### config.mk
export PLATFORM = sky130hd
export DESIGN_NAME = rv_exec_unit
export DESIGN_NICKNAME = d
export VERILOG_FILES = /design/src/rtl/rv_exec_unit.sv
export SDC_FILE = /design/constraint.sdc
export NUM_CORES = 2
export LEC_CHECK = 0
export CAP_MARGIN = 0
export CORE_MARGIN = 1.5
export CORE_UTILIZATION = 58
export DETAILED_ROUTE_END_ITERATION = 12
export PLACE_DENSITY = 0.78
export SLEW_MARGIN = 40
export SYNTH_ARGS = -nofsm -noshare
export SYNTH_HDL_FRONTEND = slang
export SYNTH_SLANG_ARGS = --single-unit
### constraint.sdc
create_clock -name clk_i -period 4.26 [get_ports clk_i]
set_input_delay 0.639 -clock clk_i [delete_from_list [all_inputs] [get_ports clk_i]]
set_output_delay 0.639 -clock clk_i [all_outputs]
set_load 0.02 [all_outputs]
### src/rtl/rv_exec_unit.sv
// ---------------------------------------------------------------------------
// rv_exec_unit
//
// Multi-cycle RV32I execute stage. It decodes R-type and I-type ALU
// instructions, reads a 32x32 register file, computes the result and writes
// it back. A four-state sequencer (IDLE -> DECODE -> EXEC -> WB) paces the
// work at one instruction every 4 clocks, matching the fetch cadence.
//
// Ports
//   clk_i          rising-edge clock
//   rst_ni         asynchronous active-low reset
//   instr_valid_i  one-cycle strobe: instr_i holds a new instruction
//   instr_i        32-bit instruction word (RV32I encoding)
//   busy_o         high while an instruction is in flight (DECODE..WB)
//   wb_valid_o     one-cycle pulse: a legal instruction retired
//   wb_rd_o        destination register of the last retired instruction
//   wb_data_o      ALU result of the last retired instruction
//   illegal_o      one-cycle pulse in the retire slot for a bad encoding
//   overrun_o      sticky flag: instr_valid_i arrived while busy
//   retired_o      count of legal instructions retired (wraps)
//   dbg_addr_i     register-file debug read address
//   dbg_data_o     combinational read of register dbg_addr_i (x0 reads 0)
//   dbg_state_o    current sequencer state (IDLE=0 DECODE=1 EXEC=2 WB=3)
//
// Handshake: instr_valid_i is a strobe with no back-pressure. A strobe seen
// in IDLE is accepted on that edge; a strobe seen in any other state drops
// the word, leaves the in-flight instruction untouched and sets overrun_o.
// ---------------------------------------------------------------------------
module rv_exec_unit (
  input  logic        clk_i,
  input  logic        rst_ni,
  input  logic        instr_valid_i,
  input  logic [31:0] instr_i,
  output logic        busy_o,
  output logic        wb_valid_o,
  output logic [4:0]  wb_rd_o,
  output logic [31:0] wb_data_o,
  output logic        illegal_o,
  output logic        overrun_o,
  output logic [31:0] retired_o,
  input  logic [4:0]  dbg_addr_i,
  output logic [31:0] dbg_data_o,
  output logic [1:0]  dbg_state_o
);

  typedef enum logic [1:0] {
    ST_IDLE   = 2'd0,
    ST_DECODE = 2'd1,
    ST_EXEC   = 2'd2,
    ST_WB     = 2'd3
  } state_e;

  typedef enum logic [3:0] {
    OP_ADD  = 4'd0,
    OP_SUB  = 4'd1,
    OP_SLL  = 4'd2,
    OP_SLT  = 4'd3,
    OP_SLTU = 4'd4,
    OP_XOR  = 4'd5,
    OP_SRL  = 4'd6,
    OP_SRA  = 4'd7,
    OP_OR   = 4'd8,
    OP_AND  = 4'd9
  } op_e;

  localparam logic [6:0] OPC_R = 7'b0110011;
  localparam logic [6:0] OPC_I = 7'b0010011;
  localparam logic [6:0] F7_ZERO = 7'b0000000;
  localparam logic [6:0] F7_ALT  = 7'b0100000;

  state_e      state_q;
  logic [31:0] ir_q;
  logic [31:0] a_q;
  logic [31:0] b_q;
  logic [31:0] r_q;
  op_e         op_q;
  logic        legal_q;
  logic [31:0] rf_q [32];
  logic        wb_valid_q;
  logic        illegal_q;
  logic [4:0]  wb_rd_q;
  logic [31:0] wb_data_q;
  logic        overrun_q;
  logic [31:0] retired_q;

  // Instruction fields, taken from the latched IR.
  logic [6:0]  opcode;
  logic [4:0]  rd;
  logic [2:0]  funct3;
  logic [4:0]  rs1;
  logic [4:0]  rs2;
  logic [6:0]  funct7;
  logic [31:0] imm_sext;

  assign opcode   = ir_q[6:0];
  assign rd       = ir_q[11:7];
  assign funct3   = ir_q[14:12];
  assign rs1      = ir_q[19:15];
  assign rs2      = ir_q[24:20];
  assign funct7   = ir_q[31:25];
  assign imm_sext = {{20{ir_q[31]}}, ir_q[31:20]};

  // Decode: next-state values for op/legality and the operand latches.
  op_e         op_d;
  logic        legal_d;
  logic [31:0] a_d;
  logic [31:0] b_d;

  always_comb begin
    op_d    = OP_ADD;
    legal_d = 1'b0;
    a_d     = (rs1 == 5'd0) ? 32'd0 : rf_q[rs1];
    b_d     = imm_sext;
    if (opcode == OPC_R) begin
      b_d = (rs2 == 5'd0) ? 32'd0 : rf_q[rs2];
      if (funct7 == F7_ZERO) begin
        legal_d = 1'b1;
        case (funct3)
          3'b000:  op_d = OP_ADD;
          3'b001:  op_d = OP_SLL;
          3'b010:  op_d = OP_SLT;
          3'b011:  op_d = OP_SLTU;
          3'b100:  op_d = OP_XOR;
          3'b101:  op_d = OP_SRL;
          3'b110:  op_d = OP_OR;
          default: op_d = OP_AND;
        endcase
      end else if (funct7 == F7_ALT) begin
        // Only SUB and SRA use the alternate funct7.
        if (funct3 == 3'b000) begin
          op_d    = OP_SUB;
          legal_d = 1'b1;
        end else if (funct3 == 3'b101) begin
          op_d    = OP_SRA;
          legal_d = 1'b1;
        end
      end
    end else if (opcode == OPC_I) begin
      case (funct3)
        3'b000: begin op_d = OP_ADD;  legal_d = 1'b1; end
        3'b010: begin op_d = OP_SLT;  legal_d = 1'b1; end
        3'b011: begin op_d = OP_SLTU; legal_d = 1'b1; end
        3'b100: begin op_d = OP_XOR;  legal_d = 1'b1; end
        3'b110: begin op_d = OP_OR;   legal_d = 1'b1; end
        3'b111: begin op_d = OP_AND;  legal_d = 1'b1; end
        // Shift-immediates: imm[11:5] acts as funct7 and must be exact.
        3'b001: begin
          op_d    = OP_SLL;
          legal_d = (funct7 == F7_ZERO);
        end
        default: begin
          if (funct7 == F7_ZERO) begin
            op_d    = OP_SRL;
            legal_d = 1'b1;
          end else if (funct7 == F7_ALT) begin
            op_d    = OP_SRA;
            legal_d = 1'b1;
          end
        end
      endcase
    end
  end

  // ALU on the latched operands.
  logic [31:0] r_d;
  logic [4:0]  shamt;

  assign shamt = b_q[4:0];

  always_comb begin
    r_d = 32'd0;
    case (op_q)
      OP_ADD:  r_d = a_q + b_q;
      OP_SUB:  r_d = a_q - b_q;
      OP_SLL:  r_d = a_q << shamt;
      OP_SLT:  r_d = {31'd0, ($signed(a_q) < $signed(b_q))};
      OP_SLTU: r_d = {31'd0, (a_q < b_q)};
      OP_XOR:  r_d = a_q ^ b_q;
      OP_SRL:  r_d = a_q >> shamt;
      OP_SRA:  r_d = $signed(a_q) >>> shamt;
      OP_OR:   r_d = a_q | b_q;
      OP_AND:  r_d = a_q & b_q;
      default: r_d = 32'd0;
    endcase
  end

  // Sequencer, register file and all registered outputs.
  always_ff @(posedge clk_i or negedge rst_ni) begin
    if (!rst_ni) begin
      state_q    <= ST_IDLE;
      ir_q       <= 32'd0;
      a_q        <= 32'd0;
      b_q        <= 32'd0;
      r_q        <= 32'd0;
      op_q       <= OP_ADD;
      legal_q    <= 1'b0;
      wb_valid_q <= 1'b0;
      illegal_q  <= 1'b0;
      wb_rd_q    <= 5'd0;
      wb_data_q  <= 32'd0;
      overrun_q  <= 1'b0;
      retired_q  <= 32'd0;
      for (int i = 0; i < 32; i++) begin
        rf_q[i] <= 32'd0;
      end
    end else begin
      // Retire pulses last exactly one cycle.
      wb_valid_q <= 1'b0;
      illegal_q  <= 1'b0;

      if (state_q != ST_IDLE && instr_valid_i) begin
        overrun_q <= 1'b1;
      end

      case (state_q)
        ST_IDLE: begin
          if (instr_valid_i) begin
            ir_q    <= instr_i;
            state_q <= ST_DECODE;
          end
        end
        ST_DECODE: begin
          a_q     <= a_d;
          b_q     <= b_d;
          op_q    <= op_d;
          legal_q <= legal_d;
          state_q <= ST_EXEC;
        end
        ST_EXEC: begin
          r_q     <= r_d;
          state_q <= ST_WB;
        end
        default: begin
          if (legal_q) begin
            if (rd != 5'd0) begin
              rf_q[rd] <= r_q;
            end
            wb_valid_q <= 1'b1;
            wb_rd_q    <= rd;
            wb_data_q  <= r_q;
            retired_q  <= retired_q + 32'd1;
          end else begin
            illegal_q <= 1'b1;
          end
          state_q <= ST_IDLE;
        end
      endcase
    end
  end

  assign busy_o      = (state_q != ST_IDLE);
  assign wb_valid_o  = wb_valid_q;
  assign wb_rd_o     = wb_rd_q;
  assign wb_data_o   = wb_data_q;
  assign illegal_o   = illegal_q;
  assign overrun_o   = overrun_q;
  assign retired_o   = retired_q;
  assign dbg_data_o  = (dbg_addr_i == 5'd0) ? 32'd0 : rf_q[dbg_addr_i];
  assign dbg_state_o = state_q;

endmodule

==> reports/qor.yml <==
run_status:
  result_of_the_run: "finished, violations left"
  failed_checks: "design-rule violations"
clock_tree:
  ctsLongestPathBuffers: 3
  tritoncts: "done"
  cts_root_buf: "sky130_fd_sc_hd__clkbuf_16"
  cts_buffers: 137
  post-cts-setup-buffer-count: 0
  worst_skew_pair.late_latency_ps: 800
  cts.sinks: 1231
  htree_levels: 4
  clk_transition_reported_paths_ps: 60
layout:
  final_cells: 7907
  finish.net_count: 6175
  area_growth_syn_to_layout_pct: 12.39
  post_route_cells_drive_above_1_share: 0.4086
  layout.core_utilization: 0.6582
  filler_cell_count: 9186
sta:
  clock-skew-final_ps: 36.78
  post_layout_minimum_cycle_time_ps: 4208
  final.setup.tns_ps: 0
  timing.final.setup_violations: 0
  timing.final.ws_setup_ps: 52.08
  drv_slew: 0
  finalHoldViolCount: 0
  maxClockFrequency_ghz: 0.2376
  worst-slew-pin-transition_ps: 1005
  relSlewSlack: 0.3301
  setup_repair_after_global_routing_missed_its_margin: "false"
  final.period_utilization: 0.9878
global_route:
  globalRouteTotalUtil: 0.3913
  first_global_vias: 59980
  global_route_wire_length_before_repair_mm: 396.0
  grt_overflow_total: 0
  initial_antenna_violation_count: 12
  grt_start_max_net_pins: 112
synth:
  ys_async_sr_fraction: 1.000
  synth_area_mm2: 0.07826
  synth_seq_cells: 1231
  synthFlopType: "sky130_fd_sc_hd__dfrtp_1"
  synth_enable_flop_cells: 0
  postSynthNetCount: 6231
  synth_sequential_area_ratio: 0.3936
  synthDistinctLibCells: 86
  avgSynthCellArea_um2: 12.86
  synthesis.instances: 6084
  yosysWarningCount: 0
power_and_ir_drop:
  power_mw: 48.34
  leakage_nw: 38.64
  peakVddDrop_uv: 624.0
  powerDensity_mw_per_mm2: 549.6
placement:
  placement.io_buffers: 146
  hpwlAfterDp_mm: 166.6
  place_ws_ps: 108.3
  dpl.cell_count: 7654
  gpl.final_weighted_congestion: 1.008
detailed_routing:
  drc_marker_count_from_the_first_detailed_route_iteration: 8366
  wl_per_cell_um: 33.70
  postRouteWirelength_mm: 266.5
  post_drt_via_cell_ratio: 7.529
  drcViolationCount: 7
  dr_total_vias: 59530
  detail_route.first_pass.iterations: 11
  drtAntennaViolNets: 0
floorplan:
  die_footprint_mm2: 0.1371
  die_w_um: 370.3
  ios: 147
  placement_rows: 134
  floorplan.die.height_um: 370.3
  floorplan.initialDensity: 0.5857
  core_region_area_mm2: 0.1336
worst_setup_path:
  crit_required_ps: 3620
  critical_path.cell_chain: "buf_8 > buf_12 > mux4_2 > mux4_2 > mux2i_1 > nor2_1 > clkdlybuf4s50_1"
  crit_family: "multiplexers"
  critPathMostFrequentCell: "sky130_fd_sc_hd__mux4_2"
  crit_arrival_ps: 3570
  crit_type: "in2out"
  cp.depth: 7
  crit_path_top_delay_cell: "sky130_fd_sc_hd__clkdlybuf4s50_1"
  cp_slowest_stage_delay_ps: 580
  cp.buffers_inverters: 3
  worstSetupEndpointType: "output port"
  reg2reg_depth: 13
  crit_path_max_fanout: 38
  startpoint_type: "primary input"
flow_run:
  maxCapViolCount: 0
min_path:
  holdCritPathClass: "in2async"
-- metrics by stage --
stage | hold WS, ps | area, um2
after global routing | 429.4 | 87960
after floorplan | 343.4 | 78260
final | 405.0 | 87960
after CTS | 393.5 | 87900
after global placement | 399.3 | 82960
after detailed placement | 405.8 | 83080
-- timing repair --
action,CTS,global route
hold buffers,1,0
hold endpoints to repair,65,0
resized for setup,0,0
-- cell usage in the layout (no fill, tap or decap), drive strengths merged, types with 140 or more instances in the layout --
master,n
nor2,268
buf,297
mux2,1083
clkdlybuf4s50,140
clkbuf,188
dfrtp,1231
mux4,800
nand2,311
o21ai,226
mux2i,295
a21oi,306
-- cells in the mapped netlist, drive strengths merged (7+ instances only) --
cell type,count,area (um2)
dfrtp,1231,30800
mux2,1083,12200
mux4,800,18020
clkbuf,466,1749
nand2,311,1167
a21oi,306,1535
mux2i,295,2953
nor2,268,1006
o21ai,226,1131
buf,167,699.4
o22ai,106,663.1
ha,105,1314
inv,103,386.6
o221ai,80,700.7
nor3,69,345.3
xnor2,47,411.6
nand3,36,180.2
a211oi,30,225.2
o21a,29,217.7
o211ai,27,202.7
nand4,22,137.6
a22oi,21,157.7
a31oi,21,131.4
o21bai,19,142.6
o2bb2ai,14,122.6
a221oi,13,120.1
nor4,13,81.33
nor2b,12,75.07
o31ai,11,82.58
nand2b,10,62.56
o2111ai,10,87.58
xor2,10,87.58
a2111oi,9,80.08
a21o,9,67.56
and2,7,43.79
and3,7,43.79
-- worst register-to-register path: stages, from the launching register on --
cell	delay, ps
sky130_fd_sc_hd__dfrtp_1	470
sky130_fd_sc_hd__inv_1	100
sky130_fd_sc_hd__ha_1	500
sky130_fd_sc_hd__or3b_1	400
sky130_fd_sc_hd__a311oi_1	390
sky130_fd_sc_hd__a21oi_1	170
sky130_fd_sc_hd__a21oi_1	190
sky130_fd_sc_hd__nor2_1	70
sky130_fd_sc_hd__o31a_1	250
sky130_fd_sc_hd__nand2_1	70
sky130_fd_sc_hd__nand2_1	50
sky130_fd_sc_hd__a2111oi_1	780
sky130_fd_sc_hd__buf_4	230
sky130_fd_sc_hd__o2bb2ai_1	60
-- state kept, by name (all words and copies together) (netlist names), 2 cells and up --
name / flops
wb_rd_o: 5
wb_data_o: 32
op_q: 4
dbg_state_o: 2
b_q: 32
retired_o: 32
ir_q: 32
a_q: 32
rf_q: 1024
r_q: 32
-- layer usage --
layer,up-vias,wire [um],global-route usage
met3,1105,37570,0.1444
met5,-,100,0
met4,14,17000,0.2148
li1,23430,-,-
met2,4672,117800,0.5710
met1,30310,94070,0.5081
-- cells by family (layout without fill, tap and decap cells) --
family          Yosys count  in the layout  share of synthesized area
compound gates          985            985                    0.07920
xor+xnor                 57             57                   0.006379
fa+ha+maj               107            107                    0.01730
buf+inv                 737            791                    0.03627
flops                  1231           1231                     0.3936
mux                    2178           2178                     0.4238
other cells               0              1                          0
simple gates            789            789                    0.04347
-- final timing paths --
| kind | start | to | slack [ps] |
|---|---|---|---|
| setup / recovery | dbg_addr_i[0] | dbg_data_o[3] | 50 |
| hold / removal | rst_ni | rf_q[582]$_DFFE_PN0P_ | 410 |
| setup reg to reg | a_q[4]$_DFFE_PN0N_ | r_q[10]$_DFFE_PN0N_ | 400 |
| hold reg to reg | rf_q[996]$_DFFE_PN0P_ | rf_q[996]$_DFFE_PN0P_ | 420 |
| max in group asynchronous | rst_ni | r_q[27]$_DFFE_PN0N_ | 2550 |
| min in group clk_i | rf_q[996]$_DFFE_PN0P_ | rf_q[996]$_DFFE_PN0P_ | 420 |
-- final cells by class --
cell class	instances	area [um2]	area share
antenna	1	2.502	0.00002845
clock buffer	188	3935	0.04474
clock inverter	61	872.1	0.009915
inverter	104	390.4	0.004438
multi-input combinational	4116	44970	0.5113
sequential	1231	30880	0.3510
tap	1768	2212	0.02515
timing repair buffer	438	4696	0.05339
-- where the power goes --
part | leakage [nW] | internal, mW | switching (mW) | total [mW]
logic | 19.4 | 7.55 | 12.7 | 20.2
registers | 16.9 | 12.5 | 2.90 | 15.4
clock network | 2.35 | 7.65 | 5.12 | 12.8
(Power assumes the default switching activity.)
